[src/rtl/uart_pkg.sv]
// uart_pkg: UART state type and default timing constants shared by uart_rx and uart_tx
package uart_pkg;
   localparam int DEF_CLOCK_FREQ = 50_000_000;
   localparam int DEF_BAUD_RATE  = 115_200;
   typedef enum logic [2:0] {IDLE, START, DATA, STOP, WAIT_IDLE} uart_state_t;
   function automatic int bit_clks(input int clock_freq, input int baud_rate);
      return clock_freq / baud_rate + 1;
   endfunction
endpackage

[src/rtl/uart_rx_sync.sv]
// uart_rx_sync: two-flop synchronizer for the asynchronous rx line, resets to idle-high
module uart_rx_sync (
   input  logic clk,
   input  logic rst,
   input  logic i_async,
   output logic o_sync
);
   logic r_meta;
   // back-to-back flops; reset to 1 so leaving reset never looks like a start bit
   always_ff @(posedge clk) begin
      if (rst) begin
         r_meta <= 1'b1;
         o_sync <= 1'b1;
      end else begin
         r_meta <= i_async;
         o_sync <= r_meta;
      end
   end
endmodule

[src/rtl/uart_rx.sv]
// uart_rx: UART receiver with holding register; UART_RX_MAJORITY_EN selects 2-of-3 majority sampling
module uart_rx
   import uart_pkg::*;
#(
   parameter int CLOCK_FREQ = DEF_CLOCK_FREQ,
   parameter int BAUD_RATE  = DEF_BAUD_RATE,
   parameter int DATA_BITS  = 16
) (
   input  logic                 clk,
   input  logic                 rst,
   input  logic                 rx,
   output logic [DATA_BITS-1:0] data,
   output logic                 data_valid,
   input  logic                 data_ready,
   output logic                 frame_err,
   output logic                 overrun
);
   localparam int BIT_CLKS = bit_clks(CLOCK_FREQ, BAUD_RATE);
   localparam int CW = BIT_CLKS > 1 ? $clog2(BIT_CLKS) : 1;
   localparam int BW = $clog2(DATA_BITS + 1);
   logic w_rx;
   logic w_prev;
   logic w_sample;
   uart_rx_sync u_sync (
      .clk     (clk),
      .rst     (rst),
      .i_async (rx),
      .o_sync  (w_rx)
   );
`ifdef UART_RX_MAJORITY_EN
   localparam int MAJ = 1;
   logic [1:0] r_hist;
   // rx at mid-point-1 and mid-point, voted with the current value at mid-point+1
   always_ff @(posedge clk) r_hist <= rst ? 2'b11 : {r_hist[0], w_rx};
   assign w_sample = (r_hist[1] & r_hist[0]) | (r_hist[1] & w_rx) | (r_hist[0] & w_rx);
   assign w_prev = r_hist[0];
`else
   localparam int MAJ = 0;
   logic r_prev;
   // previous synchronized rx for falling-edge detection
   always_ff @(posedge clk) r_prev <= rst ? 1'b1 : w_rx;
   assign w_sample = w_rx;
   assign w_prev = r_prev;
`endif
   localparam logic [CW-1:0] HALF_LAST = CW'(BIT_CLKS / 2 - 1 + MAJ);
   localparam logic [CW-1:0] BIT_LAST  = CW'(BIT_CLKS - 1);
   localparam logic [BW-1:0] DATA_LAST = BW'(DATA_BITS - 1);
   uart_state_t          r_state;
   logic [CW-1:0]        r_cnt;
   logic [BW-1:0]        r_bit;
   logic [DATA_BITS-1:0] r_shift;
   logic                 w_tick;
   assign w_tick = r_cnt == (r_state == START ? HALF_LAST : BIT_LAST);
   // frame FSM, bit timing and holding-register handshake
   always_ff @(posedge clk) begin
      if (rst) begin
         r_state    <= IDLE;
         r_cnt      <= '0;
         r_bit      <= '0;
         r_shift    <= '0;
         data       <= '0;
         data_valid <= 1'b0;
         frame_err  <= 1'b0;
         overrun    <= 1'b0;
      end else begin
         frame_err <= 1'b0;
         overrun   <= 1'b0;
         if (data_valid && data_ready) data_valid <= 1'b0;
         r_cnt <= (r_state == IDLE || w_tick) ? '0 : r_cnt + 1'b1;
         case (r_state)
            IDLE: if (w_prev && !w_rx) r_state <= START;
            START: if (w_tick) begin
               r_bit   <= '0;
               r_state <= w_sample ? IDLE : DATA;
            end
            DATA: if (w_tick) begin
               r_shift <= {w_sample, r_shift[DATA_BITS-1:1]};
               r_bit   <= r_bit + 1'b1;
               if (r_bit == DATA_LAST) r_state <= STOP;
            end
            STOP: if (w_tick) begin
               if (w_sample && (!data_valid || data_ready)) begin
                  data       <= r_shift;
                  data_valid <= 1'b1;
               end
               overrun   <= w_sample && data_valid && !data_ready;
               frame_err <= !w_sample;
               r_state   <= w_sample ? IDLE : WAIT_IDLE;
            end
            WAIT_IDLE: if (w_rx) r_state <= IDLE;
            default: r_state <= IDLE;
         endcase
      end
   end
endmodule

[config.mk]
export PLATFORM = sky130hd
export DESIGN_NAME = uart_rx
export DESIGN_NICKNAME = d
export VERILOG_FILES = /design/src/rtl/uart_pkg.sv /design/src/rtl/uart_rx_sync.sv /design/src/rtl/uart_rx.sv
export SDC_FILE = /design/constraint.sdc
export NUM_CORES = 1
export LEC_CHECK = 0
export BUFFER_PORTS_ARGS = -buffer_cell sky130_fd_sc_hd__buf_4
export CORE_ASPECT_RATIO = 0.9
export CORE_UTILIZATION = 33
export CTS_BUF_LIST = sky130_fd_sc_hd__clkbuf_16
export DETAILED_ROUTE_END_ITERATION = 16
export PLACE_DENSITY_LB_ADDON = 0.2
export SLEW_MARGIN = 20
export SYNTH_ARGS = -nofsm -noshare
export SYNTH_HDL_FRONTEND = slang
export SYNTH_SLANG_ARGS = --single-unit
[constraint.sdc]
create_clock -name clk -period 3.62 [get_ports clk]
set_clock_uncertainty 0.1 [all_clocks]
set_input_delay 0 -clock clk [delete_from_list [all_inputs] [get_ports clk]]
set_output_delay 0 -clock clk [all_outputs]
set_load 0.05 [all_outputs]
==> impl_metrics.py <==
metrics = {
    "outcome": {
        "status": "complete, no violations",
    },
    "synthesis": {
        "async_reset_ff_share_pct": 0,
        "yosys.area.top_type": "dfxtp_1",
        "yosys-top-cells-area": "dfxtp_1 47%, a21oi_1 7.2%, nand2_1 6.8%",
        "ys_seq_area_share_pct": 46.7,
        "syn-instance-count": 272,
        "synth_cell_types": 41,
        "dominantRegCellSynth": "dfxtp_1",
        "synth_fp_nets": 279,
        "syn_area_sq_um": 2360,
        "ys.warnings.count": 0,
        "synth_top_area_share_pct": 46.7,
        "synth-edff-count": 0,
        "ys_ff_latch": 55,
        "syn_area_per_cell_sq_um": 8.68,
    },
    "grt": {
        "grt_start_max_net_pins": 42,
        "grt_pass1_wl_mm": 9.10,
        "grt_antenna_before_repair": 0,
        "grt_pass1_vias": 1863,
        "gr-total-overflow": 0,
        "grt_usage_pct": 15.1,
    },
    "timing": {
        "max_slew_margin_pct": 48.0,
        "worst_pin_slew_ns": 0.780,
        "min_period_ns": 2.22,
        "slew_violations": 0,
        "grt_setup_unrepaired": "no",
        "hold_viol": 0,
        "fmax_mhz": 450,
        "setup-tns-final_ns": 0,
        "setup_viol": 0,
        "min_period_over_period_pct": 61.3,
    },
    "floorplan": {
        "fp.dieW_microns": 91.1,
        "start_util_pct": 35.1,
        "coreArea_sq_um": 6730,
        "io_pins": 23,
        "die_y_microns": 82.2,
        "rows": 28,
        "die-area_sq_um": 7490,
    },
    "critical_path": {
        "crit_fanout": 20,
        "reg2reg_depth": 4,
        "cp.arrival_ns": 2.32,
        "regToRegSetupSlack_ns": 1.40,
        "end_kind": "flop",
        "worstPathRequired_ns": 3.72,
        "crit_type": "flop to flop",
        "start_kind": "flop",
    },
    "drt": {
        "drc": 0,
        "wl_per_cell_microns": 14.0,
        "firstDrtPassIters": 4,
        "routed-via-count": 1925,
        "routed_wirelength_mm": 5.21,
        "vias_per_cell": 5.17,
        "dr.first_iter.drc_count": 94,
        "final_antenna_net_count": 0,
    },
    "clocking": {
        "cts_root_buf": "clkbuf_16",
        "insertion_delay_ns": 0.29,
        "cts_buffer_depth": 2,
        "path_clk_slew_ns": 0.07,
        "cts_tree": "yes",
        "clkSinkCount": 55,
        "numCtsBuffers": 5,
        "cts_setup_buffers": 0,
        "htree_levels": 2,
    },
    "layout": {
        "nets": 288,
        "antenna_cells": 0,
        "final_cells": 372,
        "syn2layout_area_growth_pct": 14.3,
        "postLayoutCellArea_sq_um": 2700,
        "layout-drive-gt1-share_pct": 14.2,
    },
    "place": {
        "placed_area_sq_um": 2540,
        "io_buffers": 22,
        "place_hpwl_mm": 3.28,
        "place_inst": 363,
        "place_congestion": 0.784,
    },
    "pwr": {
        "vdd_drop_max_v": 0.000163,
        "p_per_area_nw_per_um2": 411,
        "p_leak_uw": 0.000911,
    },
    "min_path": {
        "hold_path_class": "primary input to flop",
        "whs_path_depth": 2,
    },
    "run": {
        "max_cap_viol_count": 0,
    },
}
-- placed cells by master (no fill, tap or decap), types with 2 or more instances in the layout --
master / instances
dfxtp_1: 55
nand2_1: 43
a21oi_1: 34
nand4_1: 23
buf_4: 22
o31ai_1: 17
nor2_1: 15
inv_1: 6
xnor2_1: 6
nand3_1: 5
nor3_1: 5
clkbuf_16: 5
nor2b_1: 3
o21ai_0: 3
ha_1: 3
and3_1: 2
nand2b_1: 2
and4bb_2: 2
and4_1: 2
clkinv_1: 2
xor2_1: 2
or2_2: 2
or4_1: 2
a2111oi_2: 2
-- synth_stat cells (4+ instances only) --
master and n:
nand3_1 5, buf_2 7, nor2_1 16, nor2b_1 4, a21oi_1 34, o31ai_1 17, dfxtp_1 55, xnor2_1 6
inv_1 6, nand2_1 43, nor3_1 5, nand4_1 23, clkbuf_1 11
-- critical path, stage by stage (launching register included) --
cell      delay (ns)
dfxtp_1         0.36
and4bb_1        0.53
and4_1          0.78
nand2_1         0.17
nor3_1          0.20
-- cell families (layout without fill, tap and decap cells) --
kind of cell	Yosys count	in the layout	share of synthesized area (%)
XOR/XNOR	8	8	2.97
flip-flops	55	55	46.7
buffers and inverters	28	38	5.30
AND/OR/NAND/NOR	116	116	26.7
AO/OA/AOI/OAI	62	62	16.8
adder cells (fa/ha/maj)	3	3	1.59
-- state kept, by name (all words and copies together) (netlist names), 3 cells and up --
| register | count |
|---|---|
| r_state | 3 |
| r_shift | 16 |
| data | 16 |
| r_cnt | 9 |
| r_bit | 5 |
-- timing repair --
action | CTS | global route
hold buffers | 1 | 0
endpoints found under the hold margin | 1 | 0
resized for setup | 0 | 0
-- cell type report --
cell class	instances	area, sq um
Fill cell	692	4030
Multi-Input combinational cell	189	1140
Clock inverter	3	17.5
Clock buffer	5	125
Timing Repair Buffer	23	175
Tap cell	90	113
Inverter	7	26.3
Sequential cell	55	1100
-- report_power, final --
| group | internal (uW) | switching [uW] | total, uW |
|---|---|---|---|
| Clock | 256 | 216 | 471 |
| Combinational | 7.31 | 20.3 | 27.7 |
| Sequential | 607 | 3.45 | 610 |
-- through the flow --
stage	hold slack, ns	setup slack (ns)	power, uW	util, %
4_1_cts	0.0379	1.32	1120	40.0
6_report	0.0477	1.40	1110	40.1
5_1_grt	0.0534	1.24	1150	40.1
2_1_floorplan	0.00381	1.90	642	-
3_3_place_gp	0.0846	1.39	651	37.7
3_5_place_dp	0.0886	1.34	650	37.7
-- routing by layer --
layer / track usage, % / wire length, microns
met5: 0 / 0
met4: 5.71 / 73
met3: 2.66 / 164
met2: 23.3 / 2130
met1: 21.1 / 2840
-- worst paths after layout --
path | to | startpoint
setup / recovery | overrun | r_cnt[2]
hold / removal | data[4] | rst
setup reg to reg | overrun | r_cnt[2]
hold reg to reg | u_sync.o_sync | u_sync.r_meta
(Power assumes the default switching activity.)
